`config.mk`:
```
export PLATFORM = sky130hd
export DESIGN_NAME = tone_sequencer
export DESIGN_NICKNAME = d
export VERILOG_FILES = /design/src/rtl/tone_sequencer.sv
export SDC_FILE = /design/constraint.sdc
export NUM_CORES = 1
export LEC_CHECK = 0
export BUFFER_PORTS_ARGS = -buffer_cell sky130_fd_sc_hd__buf_2
export CAP_MARGIN = 0
export CORE_MARGIN = 5
export CORE_UTILIZATION = 45
export CTS_CLUSTER_DIAMETER = 120
export DETAILED_ROUTE_END_ITERATION = 12
export PLACE_DENSITY = 0.69
export SYNTH_ARGS = -nofsm -noshare
export SYNTH_HDL_FRONTEND = slang
export SYNTH_SLANG_ARGS = --single-unit
```
`constraint.sdc`:
```
create_clock -name clk -period 3.2 [get_ports clk]
set_input_delay 0.32 -clock clk [delete_from_list [all_inputs] [get_ports clk]]
set_output_delay 0.32 -clock clk [all_outputs]
set_load 0.02 [all_outputs]
```
`src/rtl/tone_sequencer.sv`:
```
`timescale 1ns/1ps
`default_nettype none
// +----------------------------------------------------------------------------+
// | tone_sequencer: song ROM walker driving a square-wave buzzer with duty    |
// | (volume) control, pause, loop and done pulse.       Revision: 1.0         |
// +----------------------------------------------------------------------------+
module tone_sequencer #(
  parameter int CLK_HZ  = 100_000_000,
  parameter int TICK_HZ = 8,
  parameter int ADDR_W  = 6,
  parameter int DUR_W   = 4
) (
  input  logic              clk,
  input  logic              rstn,
  input  logic              start,
  input  logic              stop,
  input  logic              pause,
  input  logic              loop,
  input  logic [1:0]        vol,
  output logic [ADDR_W-1:0] rd_addr,
  input  logic [DUR_W+4:0]  rd_data,
  output logic              busy,
  output logic              done,
  output logic [4:0]        note_cur,
  output logic              pwm_out
);

  localparam int c_TICK   = CLK_HZ / TICK_HZ;
  localparam int c_TICK_W = (c_TICK > 1) ? $clog2(c_TICK) : 1;
  localparam int c_PMAX   = CLK_HZ / 262;
  localparam int c_PH_W   = $clog2(c_PMAX + 1);
  localparam int c_REM_W  = DUR_W + 1;

  typedef enum logic [2:0] {S_IDLE, S_FETCH, S_LOAD, S_PLAY, S_DONE} state_t;

  state_t               r_state, w_state_nxt;
  logic [ADDR_W-1:0]    r_addr;
  logic                 r_wrap;
  logic [c_TICK_W-1:0]  r_tick;
  logic [c_REM_W-1:0]   r_rem;
  logic [c_PH_W-1:0]    r_phase, r_period, w_high;
  logic [4:0]           r_note;
  logic                 r_audible;

  logic [4:0]           w_note_in;
  logic [DUR_W-1:0]     w_dur_in;
  logic                 w_end, w_tick_end, w_last;

  function automatic int period_of(input logic [4:0] n);
    case (n)
      5'd1:    period_of = CLK_HZ / 262;
      5'd2:    period_of = CLK_HZ / 294;
      5'd3:    period_of = CLK_HZ / 330;
      5'd4:    period_of = CLK_HZ / 349;
      5'd5:    period_of = CLK_HZ / 392;
      5'd6:    period_of = CLK_HZ / 440;
      5'd7:    period_of = CLK_HZ / 494;
      5'd8:    period_of = CLK_HZ / 523;
      5'd9:    period_of = CLK_HZ / 587;
      5'd10:   period_of = CLK_HZ / 659;
      5'd11:   period_of = CLK_HZ / 698;
      5'd12:   period_of = CLK_HZ / 784;
      5'd13:   period_of = CLK_HZ / 880;
      5'd14:   period_of = CLK_HZ / 988;
      5'd15:   period_of = CLK_HZ / 1046;
      5'd16:   period_of = CLK_HZ / 1175;
      5'd17:   period_of = CLK_HZ / 1319;
      5'd18:   period_of = CLK_HZ / 1397;
      5'd19:   period_of = CLK_HZ / 1568;
      5'd20:   period_of = CLK_HZ / 1760;
      5'd21:   period_of = CLK_HZ / 1976;
      default: period_of = 0;
    endcase
  endfunction

  assign w_note_in  = rd_data[4:0];
  assign w_dur_in   = rd_data[DUR_W+4:5];
  assign w_end      = (w_note_in == 5'd31) || r_wrap;
  assign w_tick_end = (r_tick == c_TICK_W'(c_TICK - 1));
  assign w_last     = w_tick_end && (r_rem == c_REM_W'(1));
  assign w_high     = r_period >> ({1'b0, vol} + 3'd1);
  assign rd_addr    = r_addr;

  always_ff @(posedge clk or negedge rstn) begin
    if (!rstn) r_state <= S_IDLE;
    else       r_state <= w_state_nxt;
  end

  always_comb begin
    w_state_nxt = r_state;
    busy        = (r_state != S_IDLE);
    done        = (r_state == S_DONE);
    note_cur    = (r_state == S_PLAY) ? r_note : 5'd0;
    pwm_out     = (r_state == S_PLAY) && r_audible && !pause && (r_phase < w_high);
    case (r_state)
      S_IDLE:  if (start) w_state_nxt = S_FETCH;
      S_FETCH: w_state_nxt = S_LOAD;
      S_LOAD:  begin
        if (w_end) w_state_nxt = loop ? S_FETCH : S_DONE;
        else       w_state_nxt = S_PLAY;
      end
      S_PLAY:  if (!pause && w_last) w_state_nxt = S_FETCH;
      S_DONE:  w_state_nxt = S_IDLE;
      default: w_state_nxt = S_IDLE;
    endcase
    if (stop) w_state_nxt = S_IDLE;
  end

  always_ff @(posedge clk or negedge rstn) begin
    if (!rstn) begin
      r_addr    <= '0;
      r_wrap    <= 1'b0;
      r_tick    <= '0;
      r_rem     <= '0;
      r_phase   <= '0;
      r_period  <= '0;
      r_note    <= '0;
      r_audible <= 1'b0;
    end else if (stop) begin
      r_addr    <= '0;
      r_wrap    <= 1'b0;
      r_tick    <= '0;
      r_rem     <= '0;
      r_phase   <= '0;
      r_audible <= 1'b0;
    end else begin
      case (r_state)
        S_IDLE: if (start) begin
          r_addr <= '0;
          r_wrap <= 1'b0;
        end
        S_LOAD: begin
          r_note    <= w_note_in;
          r_audible <= (w_note_in >= 5'd1) && (w_note_in <= 5'd21);
          r_period  <= c_PH_W'(period_of(w_note_in));
          r_tick    <= '0;
          r_phase   <= '0;
          r_rem     <= (w_dur_in == '0) ? c_REM_W'(1 << DUR_W) : {1'b0, w_dur_in};
          if (w_end) begin
            r_addr <= '0;
            r_wrap <= 1'b0;
          end
        end
        S_PLAY: if (!pause) begin
          if (w_tick_end) begin
            r_tick <= '0;
            r_rem  <= r_rem - c_REM_W'(1);
          end else begin
            r_tick <= r_tick + c_TICK_W'(1);
          end
          if (r_audible)
            r_phase <= (r_phase == r_period - c_PH_W'(1)) ? '0 : r_phase + c_PH_W'(1);
          // Running off the top of the ROM is flagged so LOAD treats it as end of song
          if (w_last) begin
            if (r_addr == '1) begin
              r_addr <= '0;
              r_wrap <= 1'b1;
            end else begin
              r_addr <= r_addr + ADDR_W'(1);
            end
          end
        end
        default: ;
      endcase
    end
  end

endmodule
`default_nettype wire

```
Word-level counts from Yosys, hierarchy flattened:

Memories as Yosys holds them, arrays and structs flattened. A register that Yosys moved wholly into a read port is not among the register bits.
Cells that the tools add are included.

* $add $sub $neg: 6
* magnitude comparators: 3
* equality and inequality tests: 17
* shifts and indexed selects: 1
* mux-type cells: 37
* bitwise gates (word level): 1
* reductions and logical operators: 22

Operators with widths (count)
* 2-to-1 mux 19 bit: 4
* 2-to-1 mux 24 bit: 3
* case mux 24 bit (2 select lines): 1
* case mux 19 bit (2 select lines): 1
* 2-to-1 mux 6 bit: 6
* 2-to-1 mux 5 bit: 5
* adder 24 x 1 -> 24 bit, second input constant: 1
* equality test 24 bit, second input constant: 1
* adder 19 x 1 -> 19 bit, second input constant: 1
* equality test 19 bit: 1
* less-than comparator 19 bit: 1
* right shift 19 x 3 -> 19 bit: 1
* subtractor 19 x 1 -> 19 bit, second input constant: 1
* inequality test 3 bit, second input constant: 6
* case mux 6 bit (3 select lines): 1
* 2-to-1 mux 3 bit: 5
* case mux 3 bit (4 select lines): 1
* case mux 5 bit (2 select lines): 1
* 2-to-1 mux 1 bit: 8
* adder 6 x 1 -> 6 bit, second input constant: 1
* equality test 3 x 2 -> 1 bit, second input constant: 2
* equality test 6 bit, second input constant: 1
* logical AND 1 bit: 6
* inequality test 3 x 2 -> 1 bit, second input constant: 2
* other kinds (21): 26

* flip-flop bits (word level): 64
* memory bits (read-only): 608
* input port bits: 17
* output and inout bits: 14
* memories kept: 1

Memories
* (name not given): words 32, bits a word 19, read ports 1, clocked after Yosys merged registers in 1, wr ports 0, RTL line 50 `case (n)`

Longest topological paths before layout:

* depth in word-level cells: 7
* depth in mapped cells: 13

Worst setup path after synthesis:

Ideal clock, no wire load.

* path kind: input port to output port
* start point: input port vol[0]
* end point: output port pwm_out
* data arrival time: 3020 ps
* setup slack: -140 ps
* stages on the path: 12
* path buffers: 1
* cell sequence: buf_1 > mux4_2 > inv_1 > ha_1 > a21o_1 > a21o_1 > a21oi_1 > nor2_1 > a2111oi_0 > o21ai_0 > a31oi_1 > o31a_1

* cells in the longest elaborated chain, start to end: 4

Ends and longest elaborated chain
* start: declaration: RTL line 19 `input logic [1:0] vol,`
* adder 2 x 1 -> 3 bit: RTL line 81 `assign w_high = r_period >> ({1'b0, vol} + 3'd1);`
* right shift 19 x 3 -> 19 bit: RTL line 81
* less-than comparator 19 bit: RTL line 94 `pwm_out = (r_state == S_PLAY) && r_audible && !pause && (r_phase < w_high);`
* logical AND 1 bit: RTL line 94
* end: declaration: RTL line 25 `output logic pwm_out`

No other way between the ends.

Worst setup path after layout:

* start point: register r_period[14]
* end point: output port pwm_out

* cells in the longest elaborated chain, start to end: 3

Ends and longest elaborated chain
* start: declaration: RTL line 41 `logic [c_PH_W-1:0] r_phase, r_period, w_high;`
* right shift 19 x 3 -> 19 bit: RTL line 81
* less-than comparator 19 bit: RTL line 94
* logical AND 1 bit: RTL line 94

No other way between the ends.

==> impl_metrics.env <==
export IMPL_design_area_um2=7400
export IMPL_num_io_pins=31
export IMPL_register_area_um2=2080
export IMPL_relSlewSlack_pct=28.0
export IMPL_synth_area_um2=6580
export IMPL_start_kind="register"
export IMPL_yosysSeqAreaShare_pct=31.6
export IMPL_slowest_delay_ns=0.48
export IMPL_hold_end="r_state[2]"
export IMPL_synth_fa_ha_area_share_pct=6.47
export IMPL_cp_data_arrival_time_ns=2.91
export IMPL_p_sw_uw=1900
export IMPL_cellLeakagePower_uw=0.00326
export IMPL_die_area_um2=17100
export IMPL_synth_seq_cells=83
export IMPL_grt_max_degree=84
export IMPL_pwr_share_seq_pct=32.3
export IMPL_grt_ovfl_total=0
export IMPL_synth_area_mux_share_pct=5.90
export IMPL_clkPwrFrac_pct=24.8
export IMPL_drv_cap=0
export IMPL_synth_fp_nets=861
export IMPL_critPathSlowestCell="dfrtp_1"
export IMPL_cp_required_ns=2.88
export IMPL_nFillCells=1410
export IMPL_drt_wirelength_per_cell_um=16.5
export IMPL_syn_avg_cell_area_um2=8.12
export IMPL_crit_path_cell_trace="buf_4, mux4_2, inv_1, ha_1, nand4_1, nor4_2, nor3b_2, o21ai_1, a31oi_1, o31a_1, buf_6"
export IMPL_grt_pass1_wl_mm=28.5
export IMPL_power_uw=4710
export IMPL_clock_skew_ns=0.0148
export IMPL_synth_cell_types=73
export IMPL_yosysTopAreaCellShare_pct=31.6
export IMPL_synth_xor_area_share_pct=5.46
export IMPL_hold_viol=0
export IMPL_portBuffers=30
export IMPL_avgViaCountPerCell=5.97
export IMPL_dp_hpwl_mm=12.2
export IMPL_drtAntennaViolNets=0
export IMPL_start_util_pct=45.6
export IMPL_vdd_ir_drop_max_mv=0.520
export IMPL_r2r_start="r_period[0]"
export IMPL_drc=0
export IMPL_die_x_um=131
export IMPL_clock_latency_ns=0.36
export IMPL_drt_iter0_markers=405
export IMPL_crit_family="simple AND/OR/NAND/NOR gates"
export IMPL_fin_ws_ns=-0.0336
export IMPL_drv_slew=0
export IMPL_synth_compound_area_share_pct=19.7
export IMPL_die_y_um=131
export IMPL_critPathKind="reg -> out"
export IMPL_yosys_area_top_type="dfrtp_1"
export IMPL_synth_most_common_cell="nand2_1"
export IMPL_tightest_slew_ns=1.08
export IMPL_comb_power_share_pct=42.9
export IMPL_cts_sinks=83
export IMPL_violations="negative setup slack"
export IMPL_status="finished with violations"
export IMPL_num_vias=6112
export IMPL_routed_wl_mm=16.9
export IMPL_r2r_cells=11
export IMPL_clk_path_buf_depth=2
export IMPL_switching_share_pct=40.4
export IMPL_synth_top_cells_by_area="dfrtp_1 (32%), ha_1 (6.5%), nand2_1 (6.2%), o21ai_0 (5.4%), mux4_2 (4.8%)"
export IMPL_multi_input_area_um2=4150
export IMPL_power_density_nw_per_um2=636
export IMPL_synth_enable_flop_cells=0
export IMPL_yosys_most_used_dff="dfrtp_1"
export IMPL_hp_class="in -> reg"
export IMPL_cts_root_buf="clkbuf_16"
export IMPL_placed_area_um2=6990
export IMPL_grt_pass1_vias=5816
export IMPL_path_clk_slew_ns=0.07
export IMPL_setup_violations=1
export IMPL_hold_start="loop"
export IMPL_synthToLayoutAreaGrowth_pct=12.5
export IMPL_gp_congestion=0.875
export IMPL_cts_buffers=9
export IMPL_end_kind="output pin"
export IMPL_final_util_pct=51.3
export IMPL_synth_common_cells="nand2_1 (109), dfrtp_1 (83), nor2_1 (71), o21ai_0 (71), a21oi_1 (53)"
export IMPL_rows=44
export IMPL_fin_crit_sh_pct=101
export IMPL_fin_crit_ns=3.23
export IMPL_first_pass_iters=5
export IMPL_p_int_uw=2810
export IMPL_layout_drive_gt1_share_pct=15.0
export IMPL_max_freq_ghz=0.309
export IMPL_core_um2=14400
export IMPL_cts_max_level=3
export IMPL_path_max_fanout=8
export IMPL_r2r_end="r_phase[5]"
export IMPL_synth_top_family_by_area="simple AND/OR/NAND/NOR gates"
export IMPL_nets=886
export IMPL_r2r_slack_ns=0.22
export IMPL_grt_total_usage_pct=20.6
export IMPL_synth_simple_area_share_pct=25.1
export IMPL_diodes=0
export IMPL_cp_num_buf_inv=3
export IMPL_async_flop_share_pct=100
export IMPL_ys_warn_count=0
export IMPL_antenna_found_initial=0
export IMPL_grt_setup_unrepaired="true"
export IMPL_timing_hold_ws_ns=0.124
export IMPL_hold_depth=2
export IMPL_cts_tree="yes"
export IMPL_post_synth_inst_count=810
==> how the worst max path moves through the flow <==
stage | from | end | slack (ns) | cells after the start
2_1_floorplan | vol[1] | pwm_out | 0.05 | 13
3_3_place_gp | vol[0] | pwm_out | -0.06 | 13
3_5_place_dp | vol[0] | pwm_out | -0.06 | 13
4_1_cts | r_period[8] | pwm_out | 0.001 | 12
5_1_grt | vol[0] | pwm_out | -0.17 | 14
6_report | r_period[14] | pwm_out | -0.03 | 11
==> stage by stage <==
step	setup slack [ns]	TNS [ns]	std cells
2_1_floorplan	0.0514	0	810
3_3_place_gp	-0.0611	-0.0611	1003
3_5_place_dp	-0.0608	-0.0608	1003
4_1_cts	0.00110	0	1020
5_1_grt	-0.166	-0.166	1024
6_report	-0.0336	-0.0336	1024
==> worst register-to-register path: cells and delay by family, from the launching register on <==
family | cells | cell delay, ns
xor+xnor | 1 | 0.11
flops | 1 | 0.42
simple gates | 3 | 1.13
buf+inv | 3 | 0.51
compound gates | 4 | 0.71
==> registers in the layout (all words and copies together) (netlist names) <==
| register | flops |
|---|---|
| rd_addr | 6 |
| r_rem | 5 |
| r_state | 3 |
| r_audible | 1 |
| r_phase | 19 |
| r_period | 19 |
| r_wrap | 1 |
| r_tick | 24 |
| r_note | 5 |
==> layout by cell type (no fill, tap or decap), drive strengths merged, types with 4 or more instances in the layout <==
| cell | netlist | final |
|---|---|---|
| nand2 | 109 | 109 |
| o31ai | 8 | 8 |
| nand3 | 30 | 30 |
| nor2b | 9 | 9 |
| o211ai | 8 | 8 |
| xor2 | 15 | 15 |
| buf | 15 | 68 |
| and2 | 4 | 4 |
| a21o | 6 | 6 |
| and3 | 20 | 20 |
| or3 | 11 | 11 |
| dfrtp | 83 | 83 |
| o22ai | 6 | 6 |
| mux2i | 5 | 5 |
| nor3 | 22 | 22 |
| nor4 | 11 | 11 |
| or2 | 5 | 5 |
| mux4 | 14 | 14 |
| nor2 | 72 | 72 |
| inv | 40 | 43 |
| nand2b | 5 | 5 |
| clkbuf | 39 | 9 |
| xnor2 | 26 | 26 |
| a211oi | 9 | 9 |
| o21ai | 71 | 71 |
| nor3b | 4 | 4 |
| a21oi | 54 | 54 |
| a31oi | 8 | 8 |
| a311oi | 4 | 4 |
| nand4 | 13 | 13 |
| ha | 34 | 34 |
| or4 | 6 | 6 |
| a2111oi | 4 | 4 |
==> kinds of logic after synthesis <==
group / count (synthesis)
AND/OR/NAND/NOR: 331
AO/OA/AOI/OAI: 206
buffers and inverters: 94
flip-flops: 83
XOR/XNOR: 41
adder cells (fa/ha/maj): 34
multiplexers: 21
==> power groups by stage <==
stage               clock (uW)  sequential (uW)  combinational, uW
floorplan                    0             1410               1520
CTS                       1190             1510               1990
detailed placement           0             1530               1960
global placement             0             1530               1930
finish                    1170             1520               2020
global route              1230             1560               2260
==> per-layer routing <==
layer | vias to the layer above | routed length (um) | track usage [%]
met4 | 0 | 389 | 8.11
met3 | 35 | 814 | 2.97
met1 | 2929 | 7890 | 28.7
li1 | 2960 | - | -
met2 | 188 | 7760 | 32.4
met5 | - | 0 | 0
==> what timing repair did <==
action | in CTS | in global routing
resized for setup | 8 | 4
buffers inserted | 1 | 4
hold buffers | 0 | 0
endpoints found under the setup margin | 1 | 7
pin swaps | 6 | 1
==> area by class of cell <==
class	count	area share [%]
clock buffer	9	3.04
clock inverter	7	1.44
inverter	40	2.03
multi-input combinational	633	56.1
sequential	83	28.1
tap	184	3.11
timing repair buffer	68	6.17
Power figures use the tool's default switching activity.
